`src/rtl/stopwatch_core_if.sv`:
```
// Key-pulse inputs and BCD display outputs of the stopwatch core.
// master drives the keys and observes the display; slave is the core itself.
interface stopwatch_core_if;
    logic        start_stop;
    logic        clear;
    logic        lap;
    logic [23:0] disp_bcd;
    logic        running;
    logic        lap_active;
    logic        wrap;

    modport master (
        output start_stop, clear, lap,
        input  disp_bcd, running, lap_active, wrap
    );

    modport slave (
        input  start_stop, clear, lap,
        output disp_bcd, running, lap_active, wrap
    );
endinterface

```
`src/rtl/stopwatch_core.sv`:
```
// MM:SS.cc stopwatch: centisecond prescaler, BCD cascade, IDLE/RUN/PAUSE/LAP control.
// Outputs registered one edge after the key pulse; no backpressure, pulses are never queued.
module stopwatch_core #(
    parameter int unsigned TICK_DIV = 500000
) (
    input  logic             CLOCK_50,
    input  logic             reset,
    stopwatch_core_if.slave  sw
);

    localparam int unsigned    PW         = (TICK_DIV > 1) ? $clog2(TICK_DIV) : 1;
    localparam logic [PW-1:0]  PRESC_LAST = PW'(TICK_DIV - 1);
    localparam logic [23:0]    TIME_MAX   = 24'h595999;

    typedef enum logic [1:0] {
        S_IDLE  = 2'd0,
        S_RUN   = 2'd1,
        S_PAUSE = 2'd2,
        S_LAP   = 2'd3
    } state_t;

    state_t        state_q, state_d;
    logic [PW-1:0] presc_q, presc_d;
    logic [23:0]   time_q, time_d;
    logic [23:0]   lap_q, lap_d;
    logic          running_q, running_d;
    logic          lap_active_q, lap_active_d;
    logic          wrap_q, wrap_d;

    logic          counting;
    logic          tick;

    // Digit order, low to high: cs_o, cs_t, sec_o, sec_t, min_o, min_t.
    function automatic logic [23:0] bcd_inc(input logic [23:0] t);
        logic [23:0] r;
        logic        carry;
        logic [3:0]  lim;
        r     = t;
        carry = 1'b1;
        for (int i = 0; i < 6; i++) begin
            lim = (i == 3 || i == 5) ? 4'd5 : 4'd9;
            if (carry) begin
                if (r[i*4 +: 4] >= lim) begin
                    r[i*4 +: 4] = 4'd0;
                end else begin
                    r[i*4 +: 4] = r[i*4 +: 4] + 4'd1;
                    carry       = 1'b0;
                end
            end
        end
        return r;
    endfunction

    assign counting = (state_q == S_RUN) || (state_q == S_LAP);
    assign tick     = counting && (presc_q == PRESC_LAST);

    always_comb begin
        state_d = state_q;
        presc_d = presc_q;
        time_d  = time_q;
        lap_d   = lap_q;
        wrap_d  = 1'b0;

        if (sw.clear) begin
            state_d = S_IDLE;
            presc_d = '0;
            time_d  = '0;
            lap_d   = '0;
        end else begin
            if (counting) begin
                presc_d = tick ? '0 : presc_q + 1'b1;
            end
            if (tick) begin
                time_d = bcd_inc(time_q);
                wrap_d = (time_q == TIME_MAX);
            end

            // start_stop outranks lap; a dropped lap pulse is simply lost.
            unique case (state_q)
                S_IDLE: begin
                    if (sw.start_stop) state_d = S_RUN;
                end
                S_RUN: begin
                    if (sw.start_stop) begin
                        state_d = S_PAUSE;
                    end else if (sw.lap) begin
                        state_d = S_LAP;
                        lap_d   = time_q;
                    end
                end
                S_LAP: begin
                    if (sw.start_stop)  state_d = S_PAUSE;
                    else if (sw.lap)    state_d = S_RUN;
                end
                S_PAUSE: begin
                    if (sw.start_stop) state_d = S_RUN;
                end
            endcase
        end

        running_d    = (state_d == S_RUN) || (state_d == S_LAP);
        lap_active_d = (state_d == S_LAP);
    end

    always_ff @(posedge CLOCK_50) begin
        if (reset) begin
            state_q      <= S_IDLE;
            presc_q      <= '0;
            time_q       <= '0;
            lap_q        <= '0;
            running_q    <= 1'b0;
            lap_active_q <= 1'b0;
            wrap_q       <= 1'b0;
        end else begin
            state_q      <= state_d;
            presc_q      <= presc_d;
            time_q       <= time_d;
            lap_q        <= lap_d;
            running_q    <= running_d;
            lap_active_q <= lap_active_d;
            wrap_q       <= wrap_d;
        end
    end

    assign sw.disp_bcd   = lap_active_q ? lap_q : time_q;
    assign sw.running    = running_q;
    assign sw.lap_active = lap_active_q;
    assign sw.wrap       = wrap_q;

endmodule

```
`src/flat_wrapper.sv`:
```
// flat-port wrapper written by rule: the top's interface ports become plain ports
module stopwatch_core_flat 
#(
    parameter int unsigned TICK_DIV = 500000
)
  (CLOCK_50, reset, sw_start_stop, sw_clear, sw_lap, sw_disp_bcd, sw_running, sw_lap_active, sw_wrap);
  stopwatch_core_if sw_i ();
  input  logic CLOCK_50;
  input  logic reset;
  input wire logic [$bits(sw_i.start_stop)-1:0] sw_start_stop;
  input wire logic [$bits(sw_i.clear)-1:0] sw_clear;
  input wire logic [$bits(sw_i.lap)-1:0] sw_lap;
  output wire logic [$bits(sw_i.disp_bcd)-1:0] sw_disp_bcd;
  output wire logic [$bits(sw_i.running)-1:0] sw_running;
  output wire logic [$bits(sw_i.lap_active)-1:0] sw_lap_active;
  output wire logic [$bits(sw_i.wrap)-1:0] sw_wrap;
  assign sw_i.start_stop = sw_start_stop;
  assign sw_i.clear = sw_clear;
  assign sw_i.lap = sw_lap;
  assign sw_disp_bcd = sw_i.disp_bcd;
  assign sw_running = sw_i.running;
  assign sw_lap_active = sw_i.lap_active;
  assign sw_wrap = sw_i.wrap;
  stopwatch_core #(.TICK_DIV(TICK_DIV)) u_core (.CLOCK_50(CLOCK_50), .reset(reset), .sw(sw_i));
endmodule
```
`config.mk`:
```
export PLATFORM = sky130hd
export DESIGN_NAME = stopwatch_core_flat
export DESIGN_NICKNAME = d
export VERILOG_FILES = /design/src/rtl/stopwatch_core_if.sv /design/src/rtl/stopwatch_core.sv /design/src/flat_wrapper.sv
export SDC_FILE = /design/constraint.sdc
export NUM_CORES = 1
export LEC_CHECK = 0
export ABC_AREA = 1
export ABC_CLOCK_PERIOD_IN_PS = 4100
export BUFFER_PORTS_ARGS = -buffer_cell sky130_fd_sc_hd__buf_4
export CAP_MARGIN = 40
export CORE_ASPECT_RATIO = 1.25
export CORE_MARGIN = 2
export CORE_UTILIZATION = 49
export CTS_CLUSTER_DIAMETER = 120
export DETAILED_ROUTE_END_ITERATION = 6
export PLACE_DENSITY = 0.78
export SLEW_MARGIN = 20
export SYNTH_ARGS = -nofsm -noshare
export SYNTH_HDL_FRONTEND = slang
export SYNTH_SLANG_ARGS = --single-unit
```
`constraint.sdc`:
```
create_clock -name CLOCK_50 -period 4.1 [get_ports CLOCK_50]
set_input_delay 0.205 -clock CLOCK_50 [delete_from_list [all_inputs] [get_ports CLOCK_50]]
set_output_delay 0.205 -clock CLOCK_50 [all_outputs]
set_load 0.005 [all_outputs]
```
; ---- Yosys cells after proc, flatten, opt, wreduce, memory -nomap -nowiden
; Index checks and enable logic that the tools add are counted.
[word_totals]
reg_bits = 72
latch_bits = 0
ram_bits = 0
mem_bits_ro = 0
in_bits = 5
out_inout_bits = 27
elab_cells = 81
memories = 0
[classes]
add_sub_neg = 7
n_mul = 0
div = 0
magnitude_cmp = 6
n_eq_ne = 7
n_shift = 0
n_mux = 34
bitwise_logic = 2
reduce_logical = 13
[ops]
columns = cell, n
row1 = $add A4 B1 Y4 const B, 6
row2 = $eq A24 B23 Y1 const B, 1
row3 = $mux W24, 1
row4 = $mux W4, 6
row5 = $add A19 B1 Y19 const B, 1
row6 = $eq A19 B19 Y1 const B, 1
row7 = $mux W1, 19
row8 = $mux W19, 1
row9 = $ge A4 B4 Y1 const B, 4
row10 = $mux W2, 6
row11 = $reduce_and A2 Y1, 5
row12 = $ge A4 B3 Y1 const B, 2
row13 = $eq A2 B2 Y1 const B, 3
row14 = $pmux W2 S3, 1
row15 = $eq A2 B1 Y1 const B, 2
row16 = $reduce_or A2 Y1, 2
row17 = $reduce_and A3 Y1, 1
row18 = $reduce_or A3 Y1, 1
row19 = $logic_not A2 Y1, 1
row20 = $logic_or A1 B1 Y1, 2
row21 = $not A1 Y1, 2
row22 = $logic_and A1 B1 Y1, 1

; ---- Logic depth before layout (Yosys ltp)
[logic_depth]
ltp_word = 18
depth_mapped = 13
ltp_nobuf = 13

; ---- Least setup slack after synthesis
; No wires, ideal clock.
[synth_path]
path_kind = reg-to-reg
start = reg u_core.time_q[4]
end = reg u_core.time_q[16]
setup_ns = 0.128
t_arrival_ns = 1.353
required_time_ns = 3.972
slack_ns = 2.619
path_stages_with_launch = 11
n_path_buf = 0
synth_period_minus_slack_ns = 1.481
path_cell_list = dfxtp_1 > inv_1 > ha_1 > nand3_1 > nand2_1 > nor2_2 > nand2_1 > nor2_2 > nand3_1 > nand2_1 > nor2_1
[synth_between]
elab_chain_len = 12
[synth_rtl]
columns = element, line_no
row1 = "start, declared", stopwatch_core.sv:24  ; logic [23:0] time_q, time_d;
row2 = "start signal, assigned", stopwatch_core.sv:117  ; time_q <= time_d;
row3 = $ge A4 B4 Y1, stopwatch_core.sv:43  ; if (r[i*4 +: 4] >= lim) begin
row4 = $mux W1, stopwatch_core.sv:43
row5 = $mux W1, stopwatch_core.sv:42  ; if (carry) begin
row6 = $mux W1, stopwatch_core.sv:73  ; if (tick) begin
row7 = $mux W1, stopwatch_core.sv:64  ; if (sw.clear) begin
row8 = $mux W1, stopwatch_core.sv:42
row9 = $mux W1, stopwatch_core.sv:73
row10 = $mux W1, stopwatch_core.sv:64
row11 = $mux W1, stopwatch_core.sv:42
row12 = $mux W1, stopwatch_core.sv:73
row13 = $mux W1, stopwatch_core.sv:64
row14 = $reduce_and A2 Y1 (no line), n/a
; Every way passes these cells. The select of a mux whose other input is x is not followed.
; A chain may end at the register's enable or synchronous reset.

; ---- Final worst setup path
[layout_path]
start = reg u_core.time_q[5]
end = reg u_core.time_q[17]
; The elaborated chain is that of the path after synthesis.

==> results.tsv <==
stage	metric	value	unit
setup_path	cpMaxStageDelayCell	dfxtp_1	
pwr	seqPwrFrac	53.3	%
placement	pre_cts_ws	2.22	ns
die	die_h	102	um
setup_path	path_cells	inv_1 -> ha_1 -> inv_1 -> nand3_1 -> nand2_1 -> nor2_2 -> nand2_1 -> nor2_2 -> nand3_1 -> nand2_1 -> nor2_1	
clocking	ctsLongestPathBuffers	2	
clocking	cts_sinks	72	
sta	setup-tns-final	0	ns
route	ant_nets	0	
placement	io_buffers	31	
min_path	min_delay_path_depth	2	
global_routing	grt_pass1_wl	14800	um
die	die_area	8400	um^2
route	drtIter0Drc	280	
sta	hold_viol_final	0	
layout	fillers	675	
clocking	cts_inserted_buffers	9	
clocking	clock_latency	0.36	ns
layout	drive_gt1_share	14.7	%
pwr	p_clk_share	44.2	%
setup_path	cp_slowest_stage_delay	0.33	ns
pwr	internal-power	1.02	mW
yosys	async_flop_share	0	%
die	chipWidth	82.4	um
yosys	synthesis.area	3760	um^2
global_routing	grt_usage	22.9	%
pwr	power-per-cell-area	310	nW/um^2
sta	fin_hold_ws	0.0409	ns
sta	worst_slew_pin_slew	0.429	ns
clocking	cts_resized	0	
clocking	cts_tree	done	
route	first_pass_iters	4	
yosys	avgSynthCellArea	7.10	um^2
yosys	synth-seq-cells	72	
yosys	ys_seq_area_share	38.3	%
layout	layout_commonest_cell	nand2_1	
sta	final-setup-viol-count	0	
yosys	synth_edf_count	0	
global_routing	antenna_found_initial	0	
setup_path	regToRegSetupSlack	2.18	ns
outcome	outcome	finished, final reports clean	
sta	relSlewSlack	71.4	%
setup_path	critPathKind	reg -> reg	
yosys	ys_types	38	
yosys	ys.flop_type	dfxtp_1	
setup_path	crit_path_start_kind	register	
yosys	syn_nets	554	
sta	rsz0062_at_grt	false	
min_path	holdPathEnd	u_core.sw.running	
setup_path	crit_required	4.34	ns
die	row_count	35	
sta	skew	0.0117	ns
route	viasPerCell	5.41	
layout	layout_common_cells	nand2_1, dfxtp_1, nor2_1	
pwr	ir_worst_vdd	0.213	mV
route	post_drt_wl_per_cell	13.3	um
clocking	h-tree-depth	3	
global_routing	use_met3	4.59	%
min_path	min-delay-start	reset	
global_routing	met1_usage	26.8	%
pwr	sw_frac_of_total	22.6	%
setup_path	crit_arrival	2.16	ns
min_path	hold_class	in -> reg	
die	coreArea	7400	um^2
global_routing	grt.met2_usage	39.2	%
yosys	yosys_warnings	0	
yosys	netlist_instances	530	
route	drt_wl_total	8730	um
placement	gp_congestion	0.972	
die	pin_count	32	
layout	area_growth	13.4	%
clocking	clkSlewWorstSetupHoldPaths	0.08	ns
route	remaining_drc_errors	0	
sta	layout_min_cycle_time	1.92	ns
flow_run	cap_viol_max_count	0	
setup_path	cpMostUsedCell	nand2_1	
die	initial_core_util	50.8	%
setup_path	worst_r2r_path_depth	11	
global_routing	grt_max_degree	50	
setup_path	critPathMaxFanout	6	
setup_path	cp-end-kind	register	
clocking	hold_buffers	0	
setup_path	crit_buf_inv	2	
layout	nets	583	
setup_path	r2r-start	u_core.time_q[5]	
setup_path	r2r-end	u_core.time_q[17]	
pwr	cellLeakagePower	1.65	nW
clocking	cts_setup_buffers	0	
global_routing	grt-ovfl-total	0	
setup_path	crit_family	simple AND/OR/NAND/NOR gates	
global_routing	grt_pass1_vias	3336	
sta	fmax	522	MHz
pwr	combPwrFrac	2.5	%
layout	diodes	0	
sta	slew_violations	0	
global_routing	grt_busiest_layer	met2	
placement	dp_hpwl	6220	um
pwr	power.switching	0.299	mW
sta	worst_slack	2.18	ns
sta	finalCritPeriodShare	46.7	%
clocking	clockRootBuffer	clkbuf_8	
route	vias	3546	
[layer usage]
layer	vias to the layer above	wire, um	share of wire (%)
li1	1805	-	-
met1	1639	3800	44
met2	83	4390	50
met3	19	338	3.9
met4	0	193	2.2
met5	-	0	0
[flip-flops by register name, indices dropped and copies added (netlist names)]
| register | flops |
|---|---|
| u_core.sw.wrap | 1 |
| u_core.lap_q | 24 |
| u_core.presc_q | 19 |
| u_core.sw.running | 1 |
| u_core.sw.lap_active | 1 |
| u_core.state_q | 2 |
| u_core.time_q | 24 |
[kinds of logic (layout without fill, tap and decap cells)]
| group | count (synthesis) | after routing | share of synthesized area [%] |
|---|---|---|---|
| AO/OA/AOI/OAI | 121 | 121 | 16.9 |
| adder cells (fa/ha/maj) | 19 | 19 | 6.32 |
| buffers and inverters | 77 | 111 | 8.22 |
| AND/OR/NAND/NOR | 235 | 235 | 28.9 |
| flip-flops | 72 | 72 | 38.3 |
| XOR/XNOR | 6 | 6 | 1.40 |
[how the worst max path moves through the flow]
stage / start / endpoint / slack (ns) / cells after the start
2_1_floorplan: u_core.time_q[4] / u_core.time_q[16] / 2.62 / 10
3_3_place_gp: u_core.time_q[5] / u_core.time_q[17] / 2.29 / 11
3_5_place_dp: u_core.time_q[4] / u_core.time_q[16] / 2.22 / 11
4_1_cts: u_core.time_q[5] / u_core.time_q[16] / 2.20 / 12
5_1_grt: u_core.time_q[5] / u_core.time_q[16] / 1.99 / 12
6_report: u_core.time_q[5] / u_core.time_q[17] / 2.18 / 11
[worst reg2reg max path, cell delays in order (launching register included)]
cell	delay, ns
dfxtp_1	0.33
inv_1	0.16
ha_1	0.21
inv_1	0.05
nand3_1	0.07
nand2_1	0.11
nor2_2	0.23
nand2_1	0.14
nor2_2	0.24
nand3_1	0.13
nand2_1	0.10
nor2_1	0.04
[final cells by class]
cell class                      instances  area [um^2]  area share, %
Tap cell                               92          115           2.70
Clock inverter                          5         55.1           1.29
Timing Repair Buffer                   34          255           5.98
Multi-Input combinational cell        381         2020           47.3
Inverter                               61          231           5.43
Sequential cell                        72         1440           33.8
Clock buffer                           11          151           3.55
[power groups by stage]
| stage | logic (mW) | registers [mW] | clock network [mW] |
|---|---|---|---|
| after detailed placement | 0.0334 | 0.722 | 0 |
| after global placement | 0.0325 | 0.722 | 0 |
| after global routing | 0.0378 | 0.706 | 0.618 |
| after CTS | 0.0335 | 0.705 | 0.592 |
| final | 0.0331 | 0.706 | 0.585 |
| after floorplan | 0.0245 | 0.720 | 0 |
[cell usage after synthesis (all sizes together) (2+ instances only)]
library cell / number / share of area [%]
nand2: 100 / 10
dfxtp: 72 / 38
nor2: 71 / 8.4
inv: 60 / 6.1
o21ai: 60 / 8.1
a21oi: 49 / 6.5
nand3: 35 / 5.4
ha: 19 / 6.3
nor3: 15 / 2.3
clkbuf: 9 / 0.90
buf: 7 / 1.2
nand4: 7 / 1.2
nor4: 5 / 0.83
o22ai: 4 / 0.67
xor2: 4 / 0.93
o21a: 3 / 0.60
o211ai: 2 / 0.40
xnor2: 2 / 0.47
[through the flow]
stage                     std cells  cell area (um^2)  utilization [%]  power, mW
final                           656              4270             57.6       1.32
after floorplan                 530              3760                -      0.745
after global placement          640              4060             54.8      0.754
after CTS                       656              4270             57.6       1.33
after global routing            656              4270             57.6       1.36
after detailed placement        640              4060             54.8      0.755
(Power assumes the default switching activity.)
